===== src/rtl/pipe_ctrl_n_if.sv =====
// Handshake and payload bundle for the N-stage valid/allow-in pipeline controller.
// The master side is the datapath that feeds payloads; the slave side is the controller.
interface pipe_ctrl_if #(
   parameter int STAGES = 3,
   parameter int W      = 64,
   parameter int CNT_W  = 32
);
   logic                  in_valid;
   logic                  in_allowin;
   logic [STAGES*W-1:0]   stage_din;
   logic [STAGES-1:0]     stage_ready_go;
   logic [STAGES-1:0]     flush;
   logic                  out_allow;
   logic [STAGES-1:0]     stage_valid;
   logic [STAGES*W-1:0]   stage_dout;
   logic [STAGES-1:0]     stage_fire;
   logic                  out_valid;
   logic                  drained;
   logic [CNT_W-1:0]      retire_cnt;
   logic [CNT_W-1:0]      stall_cnt;

   modport master (
      output in_valid, stage_din, stage_ready_go, flush, out_allow,
      input  in_allowin, stage_valid, stage_dout, stage_fire, out_valid,
             drained, retire_cnt, stall_cnt
   );

   modport slave (
      input  in_valid, stage_din, stage_ready_go, flush, out_allow,
      output in_allowin, stage_valid, stage_dout, stage_fire, out_valid,
             drained, retire_cnt, stall_cnt
   );
endinterface


===== src/rtl/pipe_ctrl_n.sv =====
// Parametrised N-stage valid/allow-in pipeline controller with payload registers,
// per-stage stall/flush and retire/stall counters.

module pipe_ctrl_stage #(
   parameter int W = 64
) (
   input  logic         clk,
   input  logic         rst,
   input  logic         allowin,
   input  logic         flush,
   input  logic         prev_valid,
   input  logic         fire,
   input  logic [W-1:0] din,
   output logic         valid,
   output logic [W-1:0] dout
);
   // flush always forces allowin, so the flush branch is a dead path kept for readability
   always_ff @(posedge clk) begin
      if (rst) begin
         valid <= 1'b0;
         dout  <= '0;
      end else begin
         if (allowin)    valid <= prev_valid;
         else if (flush) valid <= 1'b0;
         if (fire)       dout  <= din;
      end
   end
endmodule

module pipe_ctrl_n #(
   parameter int STAGES = 3,
   parameter int W      = 64,
   parameter int CNT_W  = 32
) (
   input logic        clk,
   input logic        rst,
   pipe_ctrl_if.slave bus
);
   logic [STAGES-1:0]        vld;
   logic [STAGES-1:0]        to_valid;
   logic [STAGES:0]          allowin;
   logic [STAGES-1:0]        prev_valid;
   logic [STAGES-1:0]        fire;
   logic [STAGES-1:0][W-1:0] dout_q;
   logic [CNT_W-1:0]         retire_q;
   logic [CNT_W-1:0]         stall_q;

   // allowin ripples back from the exit stage; no skid register anywhere in the chain
   always_comb begin
      to_valid        = '0;
      allowin         = '0;
      allowin[STAGES] = bus.out_allow;
      for (int i = STAGES-1; i >= 0; i--) begin
         to_valid[i] = vld[i] & bus.stage_ready_go[i] & ~bus.flush[i];
         allowin[i]  = ~vld[i] | bus.flush[i] | (bus.stage_ready_go[i] & allowin[i+1]);
      end
   end

   assign prev_valid = {to_valid[STAGES-2:0], bus.in_valid};
   assign fire       = prev_valid & allowin[STAGES-1:0];

   for (genvar i = 0; i < STAGES; i++) begin : g_stage
      pipe_ctrl_stage #(.W(W)) u_stage (
         .clk        (clk),
         .rst        (rst),
         .allowin    (allowin[i]),
         .flush      (bus.flush[i]),
         .prev_valid (prev_valid[i]),
         .fire       (fire[i]),
         .din        (bus.stage_din[i*W +: W]),
         .valid      (vld[i]),
         .dout       (dout_q[i])
      );
   end

   always_ff @(posedge clk) begin
      if (rst) begin
         retire_q <= '0;
         stall_q  <= '0;
      end else begin
         if (to_valid[STAGES-1] & bus.out_allow) retire_q <= retire_q + CNT_W'(1);
         if (bus.in_valid & ~allowin[0])         stall_q  <= stall_q + CNT_W'(1);
      end
   end

   assign bus.in_allowin  = allowin[0];
   assign bus.stage_valid = vld;
   assign bus.stage_dout  = dout_q;
   assign bus.stage_fire  = fire;
   assign bus.out_valid   = to_valid[STAGES-1];
   assign bus.drained     = ~|vld;
   assign bus.retire_cnt  = retire_q;
   assign bus.stall_cnt   = stall_q;
endmodule


===== src/flat_wrapper.sv =====
// flat-port wrapper written by rule: the top's interface ports become plain ports
module pipe_ctrl_n_flat 
#(
   parameter int STAGES = 3,
   parameter int W      = 64,
   parameter int CNT_W  = 32
)
  (clk, rst, bus_in_valid, bus_stage_din, bus_stage_ready_go, bus_flush, bus_out_allow, bus_in_allowin, bus_stage_valid, bus_stage_dout, bus_stage_fire, bus_out_valid, bus_drained, bus_retire_cnt, bus_stall_cnt);
  pipe_ctrl_if #(.STAGES(STAGES), .W(W), .CNT_W(CNT_W)) bus_i ();
  input logic clk;
  input logic rst;
  input wire logic [$bits(bus_i.in_valid)-1:0] bus_in_valid;
  input wire logic [$bits(bus_i.stage_din)-1:0] bus_stage_din;
  input wire logic [$bits(bus_i.stage_ready_go)-1:0] bus_stage_ready_go;
  input wire logic [$bits(bus_i.flush)-1:0] bus_flush;
  input wire logic [$bits(bus_i.out_allow)-1:0] bus_out_allow;
  output wire logic [$bits(bus_i.in_allowin)-1:0] bus_in_allowin;
  output wire logic [$bits(bus_i.stage_valid)-1:0] bus_stage_valid;
  output wire logic [$bits(bus_i.stage_dout)-1:0] bus_stage_dout;
  output wire logic [$bits(bus_i.stage_fire)-1:0] bus_stage_fire;
  output wire logic [$bits(bus_i.out_valid)-1:0] bus_out_valid;
  output wire logic [$bits(bus_i.drained)-1:0] bus_drained;
  output wire logic [$bits(bus_i.retire_cnt)-1:0] bus_retire_cnt;
  output wire logic [$bits(bus_i.stall_cnt)-1:0] bus_stall_cnt;
  assign bus_i.in_valid = bus_in_valid;
  assign bus_i.stage_din = bus_stage_din;
  assign bus_i.stage_ready_go = bus_stage_ready_go;
  assign bus_i.flush = bus_flush;
  assign bus_i.out_allow = bus_out_allow;
  assign bus_in_allowin = bus_i.in_allowin;
  assign bus_stage_valid = bus_i.stage_valid;
  assign bus_stage_dout = bus_i.stage_dout;
  assign bus_stage_fire = bus_i.stage_fire;
  assign bus_out_valid = bus_i.out_valid;
  assign bus_drained = bus_i.drained;
  assign bus_retire_cnt = bus_i.retire_cnt;
  assign bus_stall_cnt = bus_i.stall_cnt;
  pipe_ctrl_n #(.STAGES(STAGES), .W(W), .CNT_W(CNT_W)) u_core (.clk(clk), .rst(rst), .bus(bus_i));
endmodule

===== config.mk =====
export PLATFORM = sky130hd
export DESIGN_NAME = pipe_ctrl_n_flat
export DESIGN_NICKNAME = d
export VERILOG_FILES = /design/src/rtl/pipe_ctrl_n_if.sv /design/src/rtl/pipe_ctrl_n.sv /design/src/flat_wrapper.sv
export SDC_FILE = /design/constraint.sdc
export NUM_CORES = 1
export LEC_CHECK = 0
export CORE_ASPECT_RATIO = 0.5
export CORE_MARGIN = 8
export CORE_UTILIZATION = 37
export CTS_BUF_LIST = sky130_fd_sc_hd__clkbuf_16
export DETAILED_ROUTE_END_ITERATION = 12
export PLACE_DENSITY_LB_ADDON = 0.08
export SKIP_LAST_GASP = 1
export SLEW_MARGIN = 20
export SYNTH_ARGS = -nofsm -noshare
export SYNTH_HDL_FRONTEND = slang
export SYNTH_SLANG_ARGS = --single-unit

===== constraint.sdc =====
create_clock -name clk -period 2.3 [get_ports clk]
set_clock_uncertainty 0.05 [all_clocks]
set_input_delay 0.46 -clock clk [delete_from_list [all_inputs] [get_ports clk]]
set_output_delay 0.46 -clock clk [all_outputs]
set_load 0.05 [all_outputs]

==> results.cfg <==
[layout]
area_growth_syn_to_layout_pct = 62.5
fin_nets = 1843
finalInstanceArea_sq_mm = 0.0162
multiInputGateArea_sq_mm = 0.00447
final_util_pct = 61.3
seq_area_sq_mm = 0.00519
finalNonFillerCells = 2009
fill_cells = 2277
drive_above_1_share_pct = 8.70

[cts]
cts_tree = built
clkLatencyLatePin_ns = 0.53
clk_pin_slew_ns = 0.06
cts_sinks = 259
clock_path_buffers = 3
ctsHtreeMaxLevel = 1
cts_buffers = 25
clockRootBuffer = clkbuf_16
ctsHoldBuffers = 0

[floorplanning]
die_width_um = 248
initial_core_util_pct = 37.7
num_rows = 42
die_area_sq_mm = 0.0328
fp.dieH_um = 132
io_pins = 467
core_area_sq_mm = 0.0265

[synthesis]
synth-warning-count = 0
synth.distinct_cells = 45
synthTopCellsByCount = dfxtp_1, nand2_1, a21oi_1
syn_nets = 1368
synth_most_common_cell = dfxtp_1
yosys.area.top_type = dfxtp_1
synth_top_area_share_pct = 51.9
syn_inst = 1164
async_reset_ff_share_pct = 0
ys_ff_latch = 259
synth_seq_area_share_pct = 51.9
netlist_area_sq_mm = 0.00999
synth-edff-count = 0
syn_avg_cell_area_sq_um = 8.58
synth_area_leaders = dfxtp_1, nand2_1, a21oi_1
synth_ff_type = dfxtp_1

[timing]
relSlewSlack_pct = 53.8
drv_slew = 0
hold_viol = 0
max_freq_ghz = 0.431
setup_ws_ns = -0.0225
worst_pin_slew_ns = 0.693
setup_viol = 1
fin_crit_ns = 2.32
rsz0062_at_grt = true
tns_ns = -0.0225
period_share_pct = 101

[place]
dpl-instance-area_sq_mm = 0.0154
dp_hpwl_um = 28300
placedCellCount = 1958
dpl_worst_slack_ns = -0.342
routabilityCongestion = 0.833
io_buffer_count = 466

[drt]
drt_iter0_drc = 541
drc = 0
wirelength_um = 37400
first_pass_iters = 4
vias = 9911
ant_nets = 0
wire_per_inst_um = 18.6
vias_per_cell = 4.93

[critical_path]
max_stage_delay_ns = 0.53
rrSetupSlack_ns = 0.22
cp.required_ns = 1.79
crit_family = buffers and inverters
cpMostUsedCell = buf_12
cp_slowest_cell = clkdlybuf4s50_1
critical_path_arrival_ns = 1.81
cp_max_fo = 2
crit_path_end_kind = primary output
path_class = primary input to primary output
crit_buf_inv = 4
path_cells = clkdlybuf4s50_1 > nand2b_1 > buf_4 > nand2_2 > a21boi_4 > buf_12 > buf_12
cp-start-kind = primary input

[outcome]
status = finished, violations left
violations = setup timing

[global_routing]
grt_use_total_pct = 21.4
grt_pass1_wl_um = 56900
grt_overflow_total = 0
grt_pass1_vias = 9879
grt_max_degree = 75
antenna_found_initial = 1

[power_and_ir_drop]
p_leak_uw = 0.00631
irDropWorstVdd_v = 0.000465
p_per_area_mw_per_mm2 = 606

[hold_path]
hold_class = primary input to register

[job]
drv_cap = 0
-- final cells by class --
class                      instances  share of cell area (%)
clock inverter                    19                   0.694
timing repair buffer             534                    33.0
clock buffer                      25                    3.86
multi-input combinational        814                    27.6
tap                              352                    2.71
antenna                            1                  0.0154
inverter                           5                   0.116
sequential                       259                    32.0
-- cell usage in the layout, fill, tap and decap left out, drive strengths merged, types with 16 or more instances in the layout --
cell type        n
nand2          226
xor2            25
mux2i           64
clkdlybuf4s50  392
dlymetal6s2s    19
nor2           121
a21oi          145
dlygate4sd2     39
xnor2           22
nand4           23
dfxtp          259
clkbuf          26
nand3           90
nor4            16
buf             83
-- repair_timing --
item	in CTS	in global routing
pin swaps	2	1
setup buffers	2	5
gates resized for setup	48	23
setup endpoints to repair	39	21
-- worst paths after layout --
check,startpoint,end,cells past startpoint
setup / recovery,bus_flush[1],bus_stage_fire[1],7
setup reg to reg,u_core.bus.stall_cnt[2],u_core.bus.stall_cnt[25],5
hold reg to reg,u_core.g_stage[2].u_stage.dout[25],u_core.g_stage[2].u_stage.dout[25],2
hold / removal,bus_in_valid,u_core.g_stage[0].u_stage.valid,3
-- routing by layer --
metal	global-route usage (%)	routed length, um	vias to the layer above
li1	-	-	4878
met1	23.3	14200	4638
met5	0	10	-
met2	38.8	18700	329
met4	7.03	1300	2
met3	7.16	3120	64
-- cells by family (layout without fill, tap and decap cells) --
logic type / after synthesis / count (layout) / synth area share (%)
compound gates: 162 / 162 / 8.38
xor+xnor: 47 / 47 / 4.12
fa+ha+maj: 2 / 2 / 0.251
buf+inv: 91 / 583 / 3.87
flops: 259 / 259 / 51.9
mux: 68 / 68 / 6.90
other cells: 0 / 1 / 0
simple gates: 535 / 535 / 24.5
-- power by group --
| part | switching, uW | leakage (uW) | total [uW] | internal (uW) |
|---|---|---|---|---|
| Combinational | 747 | 0.00381 | 1380 | 628 |
| Sequential | 55.1 | 0.00211 | 4640 | 4590 |
| Clock | 1730 | 0.000391 | 3810 | 2080 |
| Total | 2530 | 0.00631 | 9830 | 7300 |
-- through the flow --
step	hold slack (ns)	total power, uW
global route	0.222	10200
finish	0.229	9830
floorplan	0.533	5400
CTS	0.211	9950
detailed placement	0.396	6110
global placement	0.390	6090
-- worst min-delay path, cell delays in order --
cell and delay, ns:
buf_2 0.16, inv_1 0.07, a21oi_1 0.06
-- flip-flops by register name (all words and copies together), names as in the netlist --
name / flops
u_core.bus.retire_cnt: 32
u_core.bus.stall_cnt: 32
u_core.g_stage.u_stage.dout: 192
u_core.g_stage.u_stage.valid: 3
Power figures use the tool's default switching activity.
